--- src/rtl/hi_xcorr_sched.sv ---
// hi_xcorr_sched: mode scheduler and 64-sample window sequencer for the
// HF cross-correlator. Config words arrive MSB first on a serial side
// channel. Mode changes made while running take effect on a window
// boundary, followed by a programmable number of blanked windows.
//
// Ports:
//   ck_1356meg          13.56 MHz clock, rising edge
//   rst                 synchronous active-high reset
//   cfg_bit_en          strobe: sample cfg_sdata
//   cfg_sdata           serial config data, MSB first
//   cfg_frame           high while a config word is shifted in
//   corr_cnt            window sample counter 0..63
//   win_start           first sample of a reported window
//   win_valid           current window is reported
//   xcorr_is_848        subcarrier select
//   xcorr_quarter_freq  subcarrier select
//   snoop               snoop mode
//   running             sequencer not idle
//   cfg_err             pulse on a rejected word
//   wd_trip             pulse on a watchdog stop
//
// Optional watchdog: define HI_XCORR_SCHED_WATCHDOG_EN.
// Without it there is no counter and wd_trip is tied low.
module hi_xcorr_sched #(
`ifdef HI_XCORR_SCHED_WATCHDOG_EN
   parameter int WD_BITS   = 22,
`endif
   parameter int BLANK_RST = 2
) (
   input  logic       ck_1356meg,
   input  logic       rst,
   input  logic       cfg_bit_en,
   input  logic       cfg_sdata,
   input  logic       cfg_frame,
   output logic [5:0] corr_cnt,
   output logic       win_start,
   output logic       win_valid,
   output logic       xcorr_is_848,
   output logic       xcorr_quarter_freq,
   output logic       snoop,
   output logic       running,
   output logic       cfg_err,
   output logic       wd_trip
);

   localparam logic [1:0] S_IDLE  = 2'd0;
   localparam logic [1:0] S_RUN   = 2'd1;
   localparam logic [1:0] S_PEND  = 2'd2;
   localparam logic [1:0] S_BLANK = 2'd3;

   // serial receiver
   logic [7:0] sh_q, sh_d;
   logic [3:0] bc_q, bc_d;
   logic       fr_q;

   // sequencer
   logic [1:0] st_q, st_d;
   logic [5:0] cnt_q, cnt_d;
   logic [3:0] brem_q, brem_d;
   logic [3:0] bcfg_q, bcfg_d;

   // mode bits are {snoop, is_848, quarter_freq}
   logic [2:0] mode_q, mode_d;
   logic [2:0] shad_q, shad_d;
   logic [2:0] new_mode;

   // registered flags
   logic       ws_q, ws_d;
   logic       wv_q, wv_d;
   logic       run_q, run_d;
   logic       err_q, err_d;

   // word decode
   logic       dec;
   logic       acc;
   logic [1:0] op;
   logic       mode_w;
   logic       bad_w;
   logic       blank_w;
   logic       start_w;
   logic       stop_w;
   logic       wrap;
   logic       wd_fire;
   logic       kill;

   assign dec      = fr_q & ~cfg_frame;
   assign acc      = dec & (bc_q == 4'd8);
   assign op       = sh_q[7:6];
   assign mode_w   = acc & (op == 2'b00) & (sh_q[1:0] != 2'b11);
   assign bad_w    = acc & (op == 2'b00) & (sh_q[1:0] == 2'b11);
   assign blank_w  = acc & (op == 2'b01);
   assign start_w  = acc & (op == 2'b10);
   assign stop_w   = acc & (op == 2'b11);
   assign wrap     = (cnt_q == 6'd63);
   assign kill     = stop_w | wd_fire;

   // 00 -> 424k, 01 -> 848k, 10 -> 212k
   assign new_mode = {sh_q[2], sh_q[1] | sh_q[0], sh_q[1]};

   always_comb begin
      sh_d   = sh_q;
      bc_d   = bc_q;
      st_d   = st_q;
      cnt_d  = (st_q == S_IDLE) ? 6'd0 : cnt_q + 6'd1;
      brem_d = brem_q;
      bcfg_d = bcfg_q;
      mode_d = mode_q;
      shad_d = shad_q;
      err_d  = (dec & ~acc) | bad_w;

      if (cfg_frame && cfg_bit_en) begin
         sh_d = {sh_q[6:0], cfg_sdata};
         if (bc_q != 4'd9) begin
            bc_d = bc_q + 4'd1;
         end
      end
      if (dec) begin
         bc_d = 4'd0;
      end

      // only later loads see a new blank count
      if (blank_w) begin
         bcfg_d = sh_q[3:0];
      end

      if (kill) begin
         st_d  = S_IDLE;
         cnt_d = 6'd0;
      end else begin
         unique case (st_q)
            S_IDLE: begin
               if (mode_w) begin
                  mode_d = new_mode;
               end else if (start_w) begin
                  brem_d = bcfg_q;
                  st_d   = (bcfg_q == 4'd0) ? S_RUN : S_BLANK;
               end
            end
            S_RUN: begin
               if (mode_w) begin
                  shad_d = new_mode;
                  st_d   = S_PEND;
               end
            end
            S_PEND: begin
               // a fresh word at the boundary defers to the next one
               if (mode_w) begin
                  shad_d = new_mode;
               end else if (wrap) begin
                  mode_d = shad_q;
                  brem_d = bcfg_q;
                  st_d   = (bcfg_q == 4'd0) ? S_RUN : S_BLANK;
               end
            end
            S_BLANK: begin
               if (mode_w) begin
                  shad_d = new_mode;
                  st_d   = S_PEND;
               end else if (wrap) begin
                  if (brem_q == 4'd1) begin
                     st_d = S_RUN;
                  end else begin
                     brem_d = brem_q - 4'd1;
                  end
               end
            end
            default: begin
               st_d = S_IDLE;
            end
         endcase
      end

      wv_d  = (st_d == S_RUN) || (st_d == S_PEND);
      ws_d  = wv_d && (cnt_d == 6'd0);
      run_d = (st_d != S_IDLE);
   end

   always_ff @(posedge ck_1356meg) begin
      if (rst) begin
         sh_q   <= 8'd0;
         bc_q   <= 4'd0;
         fr_q   <= 1'b0;
         st_q   <= S_IDLE;
         cnt_q  <= 6'd0;
         brem_q <= 4'd0;
         bcfg_q <= 4'(BLANK_RST);
         mode_q <= 3'd0;
         shad_q <= 3'd0;
         ws_q   <= 1'b0;
         wv_q   <= 1'b0;
         run_q  <= 1'b0;
         err_q  <= 1'b0;
      end else begin
         sh_q   <= sh_d;
         bc_q   <= bc_d;
         fr_q   <= cfg_frame;
         st_q   <= st_d;
         cnt_q  <= cnt_d;
         brem_q <= brem_d;
         bcfg_q <= bcfg_d;
         mode_q <= mode_d;
         shad_q <= shad_d;
         ws_q   <= ws_d;
         wv_q   <= wv_d;
         run_q  <= run_d;
         err_q  <= err_d;
      end
   end

`ifdef HI_XCORR_SCHED_WATCHDOG_EN
   logic [WD_BITS-1:0] wd_q, wd_d;
   logic               wdt_q;

   // any 8-bit word counts as ARM activity
   assign wd_fire = (st_q != S_IDLE) && (&wd_q);
   assign wd_d    = (acc || st_q == S_IDLE) ? '0 : wd_q + 1'b1;

   always_ff @(posedge ck_1356meg) begin
      if (rst) begin
         wd_q  <= '0;
         wdt_q <= 1'b0;
      end else begin
         wd_q  <= wd_d;
         wdt_q <= wd_fire;
      end
   end

   assign wd_trip = wdt_q;
`else
   assign wd_fire = 1'b0;
   assign wd_trip = 1'b0;
`endif

   assign corr_cnt           = cnt_q;
   assign win_start          = ws_q;
   assign win_valid          = wv_q;
   assign xcorr_is_848       = mode_q[1];
   assign xcorr_quarter_freq = mode_q[0];
   assign snoop              = mode_q[2];
   assign running            = run_q;
   assign cfg_err            = err_q;

endmodule
--- config.mk ---
export PLATFORM = sky130hd
export DESIGN_NAME = hi_xcorr_sched
export DESIGN_NICKNAME = d
export VERILOG_FILES = /design/src/rtl/hi_xcorr_sched.sv
export SDC_FILE = /design/constraint.sdc
export NUM_CORES = 1
export LEC_CHECK = 0
export CORE_ASPECT_RATIO = 0.8
export CORE_UTILIZATION = 40
export CTS_CLUSTER_SIZE = 40
export DETAILED_ROUTE_END_ITERATION = 8
export HOLD_SLACK_MARGIN = 0.08
export PLACE_DENSITY = 0.59
export SYNTH_ARGS = -nofsm -noshare
export SYNTH_HDL_FRONTEND = slang
export SYNTH_SLANG_ARGS = --single-unit
--- constraint.sdc ---
create_clock -name ck_1356meg -period 4.25 [get_ports ck_1356meg]
set_input_delay 0.85 -clock ck_1356meg [delete_from_list [all_inputs] [get_ports ck_1356meg]]
set_output_delay 0.85 -clock ck_1356meg [all_outputs]
set_load 0.02 [all_outputs]
==> metrics.cfg <==
[clock_network]
cts_sinks=39
cts.path.max_buffers=2
h-tree-depth=2
postCtsResizedCells=0
cts_tree=done
clkTransAtPathRegs_ns=0.07
cts-root-buf=clkbuf_8
cts_setup_buffers=0
cts_buffers=5
insertion_delay_ns=0.29
hold_buffers=0

[logic_synthesis]
ys_ff_latch=39
ys.flop_type=dfxtp_1
syn_area_per_cell_um2=8.682
synth_cell_types=46
yosysWarnings=0
synthCells=214
syn_area_um2=1858
async_flop_share_pct=0
synth_fp_nets=226
synth_edf_count=0
yosysSeqAreaShare_pct=42.02

[worst_setup_path]
cp-start-kind=input pin
reg2reg_from=bc_q[0]$_SDFFE_PP0P_
rr_endpoint=win_start$_SDFF_PP0_
critical_path_peak_fanout=9
r2r_cells=9
crit_buf_inv=1
cpPeakStageDelay_ns=0.44
crit_path_cell_trace=clkdlybuf4s50_1 -> nor2b_1 -> nand4_1 -> a22o_1 -> a21o_1 -> ha_1 -> nor2b_1 -> a21boi_0
cp-end-kind=flip-flop
reg2reg_slack_ns=2.08
cp_slowest_cell=clkdlybuf4s50_1
arrival_ns=2.84
crit_type=input pin to flip-flop
critPathLaunch=cfg_frame
cp_data_required_time_ns=4.47
critPathMostFrequentCell=nor2b_1
crit_family=simple AND/OR/NAND/NOR gates

[hold_path]
hold_class=flip-flop to flip-flop
hold_start=sh_q[5]$_SDFFE_PP0P_
whs_path_depth=2
min_to=sh_q[6]$_SDFFE_PP0P_

[detailed_routing]
post_drt_via_cell_ratio=5.025
drc_errors=0
dr_total_vias=1432
drt_iter0_drc=86
ant_nets=0
firstDrtPassIters=4
wire_per_inst_um=11.98
wl_mm=3.413

[outcome]
outcome=completed

[finish]
syn2layout_area_growth_pct=16.09
fill_cells=426
drive_gt1_share_pct=7.456
final_cell_mix=dfxtp_1 (39), nand2_1 (29), nor2_1 (24), a21oi_1 (17), clkdlybuf4s50_1 (17)
layout.nets=239
multiInputGateArea_um2=983.4
final_common_cell=dfxtp_1
antennaDiodeCount=0
regArea_um2=780.7

[placed_design]
portBuffers=17
dp_hpwl_mm=2.418
gp_congestion=0.7435

[grt]
grt_pass1_wl_mm=5.906
grt_max_degree=32
grt_overflow=0
grt_use_total_pct=15.42
grt_antenna_before_repair=0
grt_pass1_vias=1275

[timing]
hold_viol_final=0
setup-tns-final_ns=0
fin_crit_sh_pct=61.70
fin_worst_skew_ns=0.003067
finalCriticalPeriod_ns=2.622
tightest_slew_ns=0.5196
rsz0062_at_grt=false
fmax_mhz=381.4
max-slew-margin-rel_pct=65.29
setup_violations=0
drv_slew=0

[die]
pin_count=19
rows=21
start_util_pct=43.12
die-area_um2=4923
fp.dieW_um=78.20
die_y_um=62.96
fp.coreArea_um2=4309

[power_and_ir_drop]
max-vdd-ir-drop_mv=0.1886
power_w=0.0007093
power.density_nw_per_um2=328.8
leakagePower_nw=0.7857

[flow_run]
maxCapViolations=0

## cells by family (layout without fill, tap and decap cells)
group	after synthesis	after routing	share of synthesized area [%]
multiplexers	11	11	5.926
AND/OR/NAND/NOR	91	91	24.51
buffers and inverters	19	33	5.051
adder cells (fa/ha/maj)	7	7	4.714
flip-flops	39	39	42.02
XOR/XNOR	7	7	3.300
other	1	1	0.2018
AO/OA/AOI/OAI	39	39	14.28
## area by class of cell
cell class	instances	area share [%]
Sequential cell	39	36.19
Clock buffer	6	3.828
Timing Repair Buffer	18	8.237
Tap cell	57	3.306
Inverter	7	1.218
Clock inverter	2	1.624
Multi-Input combinational cell	156	45.59
## registers in the layout, summed over array words and instances, names as in the netlist
signal / count
corr_cnt: 6
mode_q: 3
cfg_err: 1
st_q: 2
brem_q: 4
fr_q: 1
bc_q: 4
running: 1
shad_q: 3
sh_q: 8
win_start: 1
bcfg_q: 4
win_valid: 1
## cells in the mapped netlist (2+ instances only)
master | count | area [um^2]
xnor2_1 | 3 | 26.28
a31oi_1 | 3 | 18.77
nor3b_1 | 3 | 22.52
and3_1 | 2 | 12.51
ha_1 | 7 | 87.58
a211o_1 | 2 | 17.52
nor2_1 | 24 | 90.09
a21oi_1 | 17 | 85.08
xor2_1 | 4 | 35.03
clkbuf_1 | 3 | 11.26
buf_1 | 2 | 7.510
nand3_1 | 4 | 20.02
nand2b_1 | 2 | 12.51
o32ai_1 | 2 | 17.52
mux2i_1 | 11 | 110.1
or3_1 | 5 | 31.28
nand4_1 | 3 | 18.77
and2_1 | 2 | 12.51
o21ai_0 | 6 | 30.03
dfxtp_1 | 39 | 780.8
buf_4 | 3 | 22.52
clkbuf_2 | 2 | 10.01
or2_2 | 4 | 25.02
nand2_1 | 29 | 108.9
inv_1 | 7 | 26.28
nor2b_1 | 5 | 31.28
## tightest hold or removal path, stage by stage, from the launching register on
cell and delay [ns]:
dfxtp_1 0.31, nand2_1 0.05, a21oi_1 0.05
## layer usage
| metal | global-route usage [%] | routed length (um) |
|---|---|---|
| met1 | 21.74 | 1869 |
| met4 | 6.250 | 46 |
| met3 | 4.380 | 105 |
| met5 | 0 | 0 |
| met2 | 21.82 | 1391 |
## report_power, final
part           total [W]  internal (W)  switching [W]  leakage, nW
sequential      0.000370      0.000368     0.00000276        0.315
clock           0.000316      0.000190       0.000126       0.0612
combinational  0.0000233    0.00000946      0.0000138        0.410
total           0.000709      0.000567       0.000142        0.786
## through the flow
| step | area, um^2 | util [%] | hold WS [ns] | instances | setup slack (ns) |
|---|---|---|---|---|---|
| finish | 2157 | 50.06 | 0.4568 | 285 | 1.628 |
| global route | 2157 | 50.06 | 0.4742 | 285 | 1.495 |
| CTS | 2157 | 50.06 | 0.4586 | 285 | 1.636 |
| detailed placement | 2039 | 47.33 | 0.4470 | 277 | 1.344 |
| global placement | 2039 | 47.33 | 0.4431 | 277 | 1.347 |
| floorplan | 1858 | - | 0.4321 | 214 | 2.067 |
## worst max-delay path by stage
stage	to	slack (ns)	cells after the start
after global placement	win_start$_SDFF_PP0_	1.35	8
after detailed placement	win_start$_SDFF_PP0_	1.34	8
after floorplan	win_start$_SDFF_PP0_	2.07	8
final	win_start$_SDFF_PP0_	1.63	8
after CTS	win_start$_SDFF_PP0_	1.64	8
after global routing	win_start$_SDFF_PP0_	1.49	8
Power figures use the tool's default switching activity.
